--- src/rtl/msg_pkg.sv ---
// msg_pkg: shared constants and types for the cluster message unpacker.
package msg_pkg;
   localparam int CLUSTER_BYTES = 4;
   localparam int CHAR_W = 8;
   localparam logic [CHAR_W-1:0] NUL_CHAR = 8'h00;
   typedef logic [1:0] byte_idx_t;
   typedef logic [CLUSTER_BYTES-1:0][CHAR_W-1:0] cluster_t;
   localparam logic [1:0] B0 = 2'd0;
   localparam logic [1:0] B3 = 2'd3;
endpackage

--- src/rtl/msg_cluster_fifo.sv ---
// msg_cluster_fifo: synchronous cluster FIFO with count-based full/empty, no bypass.
module msg_cluster_fifo
   import msg_pkg::*;
#(
   parameter int DEPTH = 4
) (
   input  logic     clk,
   input  logic     rst_n,
   input  logic     push,
   input  cluster_t wdata,
   input  logic     pop,
   output logic     full,
   output logic     empty,
   output cluster_t head
);
   localparam int AW = $clog2(DEPTH);
   cluster_t mem_q [DEPTH];
   cluster_t mem_d [DEPTH];
   logic [AW-1:0] wr_q, wr_d, rd_q, rd_d;
   logic [AW:0] cnt_q, cnt_d;
   logic wen, ren;
   always_comb begin
      full = cnt_q == (AW+1)'(DEPTH);
      empty = cnt_q == '0;
      wen = push && !full;
      ren = pop && !empty;
      mem_d = mem_q;
      if (wen) mem_d[wr_q] = wdata;
      wr_d = wr_q + AW'(wen);
      rd_d = rd_q + AW'(ren);
      cnt_d = cnt_q + (AW+1)'(wen) - (AW+1)'(ren);
      head = mem_q[rd_q];
   end
   always_ff @(posedge clk) begin
      mem_q <= mem_d;
      if (!rst_n) begin
         wr_q <= '0;
         rd_q <= '0;
         cnt_q <= '0;
      end else begin
         wr_q <= wr_d;
         rd_q <= rd_d;
         cnt_q <= cnt_d;
      end
   end
endmodule

--- src/rtl/msg_unpacker.sv ---
// msg_unpacker: drops failed clusters, buffers good ones and streams them bytewise.
// Define MSG_ERR_CNT_EN to add the saturating err_count output and its ERR_W parameter.
module msg_unpacker
   import msg_pkg::*;
#(
   parameter int FIFO_DEPTH = 4
`ifdef MSG_ERR_CNT_EN
   , parameter int ERR_W = 8
`endif
) (
   input  logic              clk,
   input  logic              rst_n,
   input  logic              in_valid,
   output logic              in_ready,
   input  logic [CHAR_W-1:0] cluster_data0,
   input  logic [CHAR_W-1:0] cluster_data1,
   input  logic [CHAR_W-1:0] cluster_data2,
   input  logic [CHAR_W-1:0] cluster_data3,
   input  logic              csum_ok,
   output logic              out_valid,
   input  logic              out_ready,
   output logic [CHAR_W-1:0] out_char,
   output logic              out_last,
   output logic              drop_pulse
`ifdef MSG_ERR_CNT_EN
   , output logic [ERR_W-1:0] err_count
`endif
);
   logic full, empty, accept, push, pop, hs, drop_q, drop_d;
   cluster_t head;
   byte_idx_t idx_q, idx_d;
   msg_cluster_fifo #(.DEPTH(FIFO_DEPTH)) u_fifo (
      .clk   (clk),
      .rst_n (rst_n),
      .push  (push),
      .wdata ({cluster_data3, cluster_data2, cluster_data1, cluster_data0}),
      .pop   (pop),
      .full  (full),
      .empty (empty),
      .head  (head)
   );
   // A NUL ends the message early; the rest of its cluster is padding and is popped with it.
   always_comb begin
      in_ready = rst_n && !full;
      accept = in_valid && in_ready;
      push = accept && csum_ok;
      drop_d = accept && !csum_ok;
      out_valid = !empty;
      out_char = empty ? NUL_CHAR : head[idx_q];
      out_last = out_valid && out_char == NUL_CHAR;
      hs = out_valid && out_ready;
      pop = hs && (out_last || idx_q == B3);
      idx_d = pop ? B0 : hs ? idx_q + 2'd1 : idx_q;
   end
   always_ff @(posedge clk) begin
      if (!rst_n) begin
         idx_q <= B0;
         drop_q <= 1'b0;
      end else begin
         idx_q <= idx_d;
         drop_q <= drop_d;
      end
   end
   assign drop_pulse = drop_q;
`ifdef MSG_ERR_CNT_EN
   logic [ERR_W-1:0] err_q, err_d;
   always_comb err_d = (drop_d && err_q != '1) ? err_q + ERR_W'(1) : err_q;
   always_ff @(posedge clk) begin
      if (!rst_n) err_q <= '0;
      else err_q <= err_d;
   end
   assign err_count = err_q;
`endif
endmodule
--- config.mk ---
export PLATFORM = sky130hd
export DESIGN_NAME = msg_unpacker
export DESIGN_NICKNAME = d
export VERILOG_FILES = /design/src/rtl/msg_pkg.sv /design/src/rtl/msg_cluster_fifo.sv /design/src/rtl/msg_unpacker.sv
export SDC_FILE = /design/constraint.sdc
export NUM_CORES = 1
export LEC_CHECK = 0
export ABC_AREA = 1
export CORE_MARGIN = 1
export CORE_UTILIZATION = 40
export DETAILED_ROUTE_END_ITERATION = 8
export PLACE_DENSITY_LB_ADDON = 0.08
export SLEW_MARGIN = 20
export SYNTH_ARGS = -nofsm -noshare
export SYNTH_HDL_FRONTEND = slang
export SYNTH_HIERARCHICAL = 1
export SYNTH_SLANG_ARGS = --single-unit
--- constraint.sdc ---
create_clock -name clk -period 6.3 [get_ports clk]
set_input_delay 0.63 -clock clk [delete_from_list [all_inputs] [get_ports clk]]
set_output_delay 0.63 -clock clk [all_outputs]
set_load 0.03 [all_outputs]
==> metrics, run 1 <==
GRT overflow=0; Area Overhead vs Synth=19.5%; slew margin rel.=0.380; first-pass GRT wire length=19600 um; CTS Root Cell=clkbuf_16; DRT antenna net count=0; commonest non-fill, non-tap cells in the layout=128 x edfxtp_1, 78 x nor2_1, 69 x nand2_1; htree depth=4; Die Y=122 um; Max-Cap Viols=0; syn avg cell area=11.7 sq um; Synth Cell Area=5770 sq um; Final Wtd Congestion=0.753; routed length per instance=17.2 um; die width=122 um; count of cell types in the netlist=25; commonest non-fill, non-tap cell in the layout=edfxtp_1; Vias=3751; hold_sp=u_fifo/wr_q[1]; clock tree sinks=138; post_cts resized=0; setup violators final=0; Max IR drop VDD=169 uV; Top Ports=49; Power Density=304 nW/um^2; Synth Instances=493; Worst EP required=5.67 ns; dpl hpwl=7160 um; nets@finish=583; TritonCTS clock tree=done; Leak Pwr=2.60 nW; setup TNS=0 ns; clock-pin slew on the worst setup and hold paths=0.06 ns; DR iter-0 viols=290; final instance area=6890 sq um; number of diodes=0; Core Region=14000 sq um; RSZ-0062 raised after global routing=false; DRT Pass-1 Iters=4; Min-Delay Path Class=flop to flop; Tot GR Track Use=0.186; crit-path max FO=65; Buffers on Ports=48; hold buffers post-CTS=0; Critical Path Start Type=flop; initial core utilization=0.412; Slew Limit Fails=0; Yosys warnings=6; TritonCTS buffer count=17; kind of critical path=flop to primary output; DRC viols=0; Post-CTS Setup Inserts=0; worst r2r src=u_fifo/rd_q[0]; share of post-route cells with drive strength above 1=0.0937; outcome=complete, no violations; clk_lat worst skew=0.42 ns; vias in the first global route=3537; Critical Path AT=3.48 ns; fin crit period=4.11 ns; Slew @ Worst Pin=0.929 ns; FP Rows=43; worst clock skew=0.00759 ns; DR vias/cell=5.10; Fin. Hold Viols=0; critical path startpoint=u_fifo/rd_q[0]; Area after DPL=6320 sq um; period utilization=0.652; Clock Path Buffers=2; initial antenna violation count=0; crit end category=primary output; Die ar.=14900 sq um; Seq cells post-synth=138; syn nets=534; fmax=243 MHz; largest net degree at the start of global routing=66; Seq/Total Area, Yosys=0.701; DP Worst Slack=2.78 ns; worst setup margin=2.19 ns; Post-Route WL=12700 um
final timing paths:
check | end | slack (ns) | depth (start not counted)
max reg2reg | u_fifo/cnt_q[2] | 2.62 | 22
min reg2reg | u_fifo/wr_q[1] | 0.57 | 2
min | u_fifo/wr_q[1] | 0.57 | 2
max | out_last | 2.19 | 13
sequential cells by signal, summed over array words and instances (netlist names):
register / flops
u_fifo/mem_q: 128
u_fifo/cnt_q: 3
idx_q: 2
u_fifo/rd_q: 2
u_fifo/wr_q: 2
drop_pulse: 1
worst max-delay path, stage by stage (launching register included):
cell	delay, ns
dfxtp_2	0.36
clkinv_2	0.72
o21ai_0	0.43
o22ai_1	0.13
inv_1	0.07
nand2_1	0.06
nand3_1	0.17
nand2_1	0.07
nand2_1	0.08
nand2_1	0.06
nor2_1	0.08
nand2_1	0.07
inv_1	0.08
clkdlybuf4s50_1	0.67
cell usage after synthesis, drive strengths merged:
library cell	instances	area (sq um)
nor2	78	293
edfxtp	128	3840
o22ai	32	200
nand3	19	95.1
clkbuf	4	37.5
nand4	1	6.26
buf	20	180
xor2	1	8.76
o21ai	67	347
ha	3	37.5
a21oi	2	10.0
dfxtp	10	200
fa	1	20.0
inv	52	198
nand2	71	272
nor3	4	20.0
kinds of logic (layout without fill, tap and decap cells):
kind of cell | Yosys count | in the layout | synth area share
adders and majority gates | 4 | 4 | 0.00998
DFF | 138 | 138 | 0.701
xor gates and xnor gates | 1 | 1 | 0.00152
and+or+nand+nor | 173 | 173 | 0.119
AOI/OAI and AO/OA | 101 | 101 | 0.0965
buffers and inverters | 76 | 138 | 0.0720
layout make-up:
class	count	area, sq um
Inverter	52	199
Fill cell	1277	7100
Clock inverter	10	125
Sequential cell	138	4050
Clock buffer	22	444
Tap cell	180	225
Timing Repair Buffer	54	526
Multi-Input combinational cell	279	1330
layer usage:
layer / up-vias / global-route usage / routed length (um)
li1: 1815 / - / -
met1: 1815 / 0.253 / 6010
met2: 101 / 0.280 / 5750
met3: 20 / 0.0454 / 672
met4: 0 / 0.0854 / 231
met5: - / 0 / 0
report_power, final:
group,total (mW),switching [mW],internal (mW)
Combinational,0.112,0.0658,0.0466
Clock,0.959,0.343,0.616
Sequential,1.02,0.00856,1.01
Total,2.09,0.418,1.68
metrics by stage:
step | util | hold slack, ns | power [mW] | std cells
after floorplan | - | 0.503 | 1.10 | 493
after global placement | 0.452 | 0.550 | 1.15 | 703
after detailed placement | 0.452 | 0.546 | 1.16 | 703
after CTS | 0.493 | 0.562 | 2.12 | 735
after global routing | 0.493 | 0.592 | 2.16 | 735
final | 0.493 | 0.567 | 2.09 | 735
Note: power is estimated with default switching activity, not from simulation.
==> run 2, diff against run 1 <==
Clock period 6.3 ns to 4.2 ns, I/O delays scaled along.
==> run 2 against run 1 <==
Effect of this change:
- clock-buffer cell count decreased by 4
- critical path type unchanged
- design area is 0.18% higher
- combinational power increased by 51%
- worst hold slack better by 0.0024 ns
==> metrics, run 2 (same netlist as run 1, synthesis figures left out) <==
Critical Path AT=2.97 ns (was 3.48 ns); dpl hpwl=7680 um (was 7160 um); Slew @ Worst Pin=0.761 ns (was 0.929 ns); Vias=3746 (was 3751); DRT Pass-1 Iters=4 (unchanged); slowest CP cell=clkdlybuf4s50_1 (was clkinv_2); period utilization=0.807; nets@finish=587 (was 583); Tot Pwr=3.08 mW (was 2.09 mW); Fin. Hold Viols=0 (unchanged); outcome=complete, no violations (unchanged); clock tree sinks=138 (unchanged); clock power share=0.448 (was 0.458); DP Worst Slack=1.03 ns (was 2.78 ns); slowest stage delay, CP=0.59 ns (was 0.72 ns); Worst EP required=3.78 ns (was 5.67 ns); worst setup margin=0.809 ns (was 2.19 ns); largest registers=u_fifo/mem_q (128), u_fifo/cnt_q (3) (unchanged); vias in the first global route=3660 (was 3537); setup violators final=0 (unchanged); CTS Root Cell=clkbuf_16 (unchanged); hold depth=2 (unchanged); clk_lat worst skew=0.42 ns (about the same); share of post-route cells with drive strength above 1=0.109 (was 0.0937); routed length per instance=17.1 um (was 17.2 um); kind of critical path=flop to primary output (unchanged); htree depth=4 (unchanged); initial antenna violation count=0 (unchanged); Critical Path Start Type=flop (unchanged); Leak Pwr=2.61 nW (was 2.60 nW); TritonCTS clock tree=done (unchanged); number of diodes=0 (unchanged); DR vias/cell=5.07 (was 5.10); commonest non-fill, non-tap cell in the layout=edfxtp_1 (unchanged); worst clock skew=0.00782 ns (was 0.00759 ns); clock-pin slew on the worst setup and hold paths=0.06 ns (about the same); Area Overhead vs Synth=19.7% (was 19.5%); CP cell instances=buf_4 -> o21ai_0 -> o22ai_1 -> inv_1 -> nand2_1 -> nand3_1 -> nand2_1 -> nand2_1 -> nand2_1 -> nor2_1 -> nand2_1 -> inv_1 -> clkdlybuf4s50_1 (was clkinv_2 -> o21ai_0 -> o22ai_1 -> inv_1 -> nand2_1 -> nand3_1 -> nand2_1 -> nand2_1 -> nand2_1 -> nor2_1 -> nand2_1 -> inv_1 -> clkdlybuf4s50_1); post_cts resized=0 (unchanged); Die Y=122 um (unchanged); Power Density=447 nW/um^2 (was 304 nW/um^2); fmax=295 MHz; largest net degree at the start of global routing=67 (was 66); Comb pwr share=0.055 (was 0.054); TritonCTS buffer count=17 (unchanged); DRC viols=0 (unchanged); FP Rows=43 (unchanged); Clock Path Buffers=2 (unchanged); Core Region=14000 sq um (unchanged); Max IR drop VDD=265 uV (was 169 uV); crit end category=primary output (unchanged); # fillers=1279 (was 1277); Top Ports=49 (unchanged); Die ar.=14900 sq um (unchanged); commonest non-fill, non-tap cells in the layout=128 x edfxtp_1, 78 x nor2_1, 69 x nand2_1 (unchanged); Max-Cap Viols=0 (unchanged); crit path buf inv count=4 (unchanged); DR iter-0 viols=282 (was 290); Slew Limit Fails=0 (unchanged); Final Wtd Congestion=0.758 (was 0.753); Post-CTS Setup Inserts=0 (unchanged); worst r2r path cells=21 (was 22); crit-path max FO=66 (was 65); Crit path top cell by count=nand2_1 (unchanged); GRT overflow=0 (unchanged); fin crit period=3.39 ns; Tot GR Track Use=0.187 (was 0.186); Reg with most FFs=u_fifo/mem_q (unchanged); switching share of power=0.220 (was 0.199); hold buffers post-CTS=0 (unchanged); instance count on the critical path=13 (unchanged); Seq pwr share=0.497 (was 0.489); Post-Route WL=12600 um (was 12700 um); initial core utilization=0.412 (unchanged); DRT antenna net count=0 (unchanged); number of flip-flops under the largest register name=128 (unchanged); Buffers on Ports=48 (unchanged); setup TNS=0 ns (unchanged); Min-Delay Path Class=input port to flop (was flop to flop); RSZ-0062 raised after global routing=false (unchanged); net load switching power=0.678 mW (was 0.418 mW); first-pass GRT wire length=20100 um (was 19600 um); slew margin rel.=0.492 (was 0.380); die width=122 um (unchanged); Largest delay share family, worst path=buffers and inverters (unchanged); Internal=2.41 mW (was 1.68 mW)
run 2: cell types whose count changed in the layout (fill, tap and decap cells not counted):
| cell | previous run | this run |
|---|---|---|
| bufinv_16 | 3 | 1 |
| clkinv_1 | 2 | 1 |
| clkbuf_1 | 5 | 1 |
| clkinvlp_4 | 1 | 3 |
| clkinv_4 | 0 | 3 |
| buf_4 | 6 | 10 |
| clkinv_2 | 5 | 3 |
| inv_2 | 11 | 12 |
| inv_6 | 0 | 3 |
run 2: per-stage QoR:
| step | instances | hold WS [ns] | utilization | instance area, sq um |
|---|---|---|---|---|
| 2_1_floorplan | 493 | 0.492 | - | 5770 |
| 3_3_place_gp | 707 | 0.549 | 0.454 | 6350 |
| 3_5_place_dp | 707 | 0.562 | 0.454 | 6350 |
| 4_1_cts | 739 | 0.559 | 0.494 | 6910 |
| 5_1_grt | 739 | 0.569 | 0.494 | 6910 |
| 6_report | 739 | 0.569 | 0.494 | 6910 |
run 2: metal layers:
layer,vias up,track usage,wire length (um)
li1,1822,-,-
met1,1815,0.250,5880
met2,92,0.286,5800
met3,17,0.0524,739
met4,0,0.0785,219
met5,-,0,0
run 2: worst paths after layout:
kind                  start              end  slack, ns
max reg2reg  u_fifo/rd_q[0]  u_fifo/cnt_q[2]       0.98
min                 csum_ok       drop_pulse       0.57
max          u_fifo/rd_q[0]         out_last       0.81
min reg2reg  u_fifo/wr_q[1]   u_fifo/wr_q[1]       0.58
run 2: layout make-up:
type,instances,area (sq um),area share
Clock inverter,14,124,0.0179
Multi-Input combinational cell,279,1330,0.192
Sequential cell,138,4050,0.586
Tap cell,180,225,0.0326
Inverter,52,198,0.0286
Clock buffer,18,429,0.0621
Timing Repair Buffer,58,556,0.0804
run 2: power groups by stage:
stage / Combinational, mW / Clock, mW / Sequential, mW
2_1_floorplan: 0.0881 / 0 / 1.56
6_report: 0.169 / 1.38 / 1.53
3_5_place_dp: 0.171 / 0 / 1.56
5_1_grt: 0.189 / 1.46 / 1.54
3_3_place_gp: 0.168 / 0 / 1.56
4_1_cts: 0.172 / 1.41 / 1.53
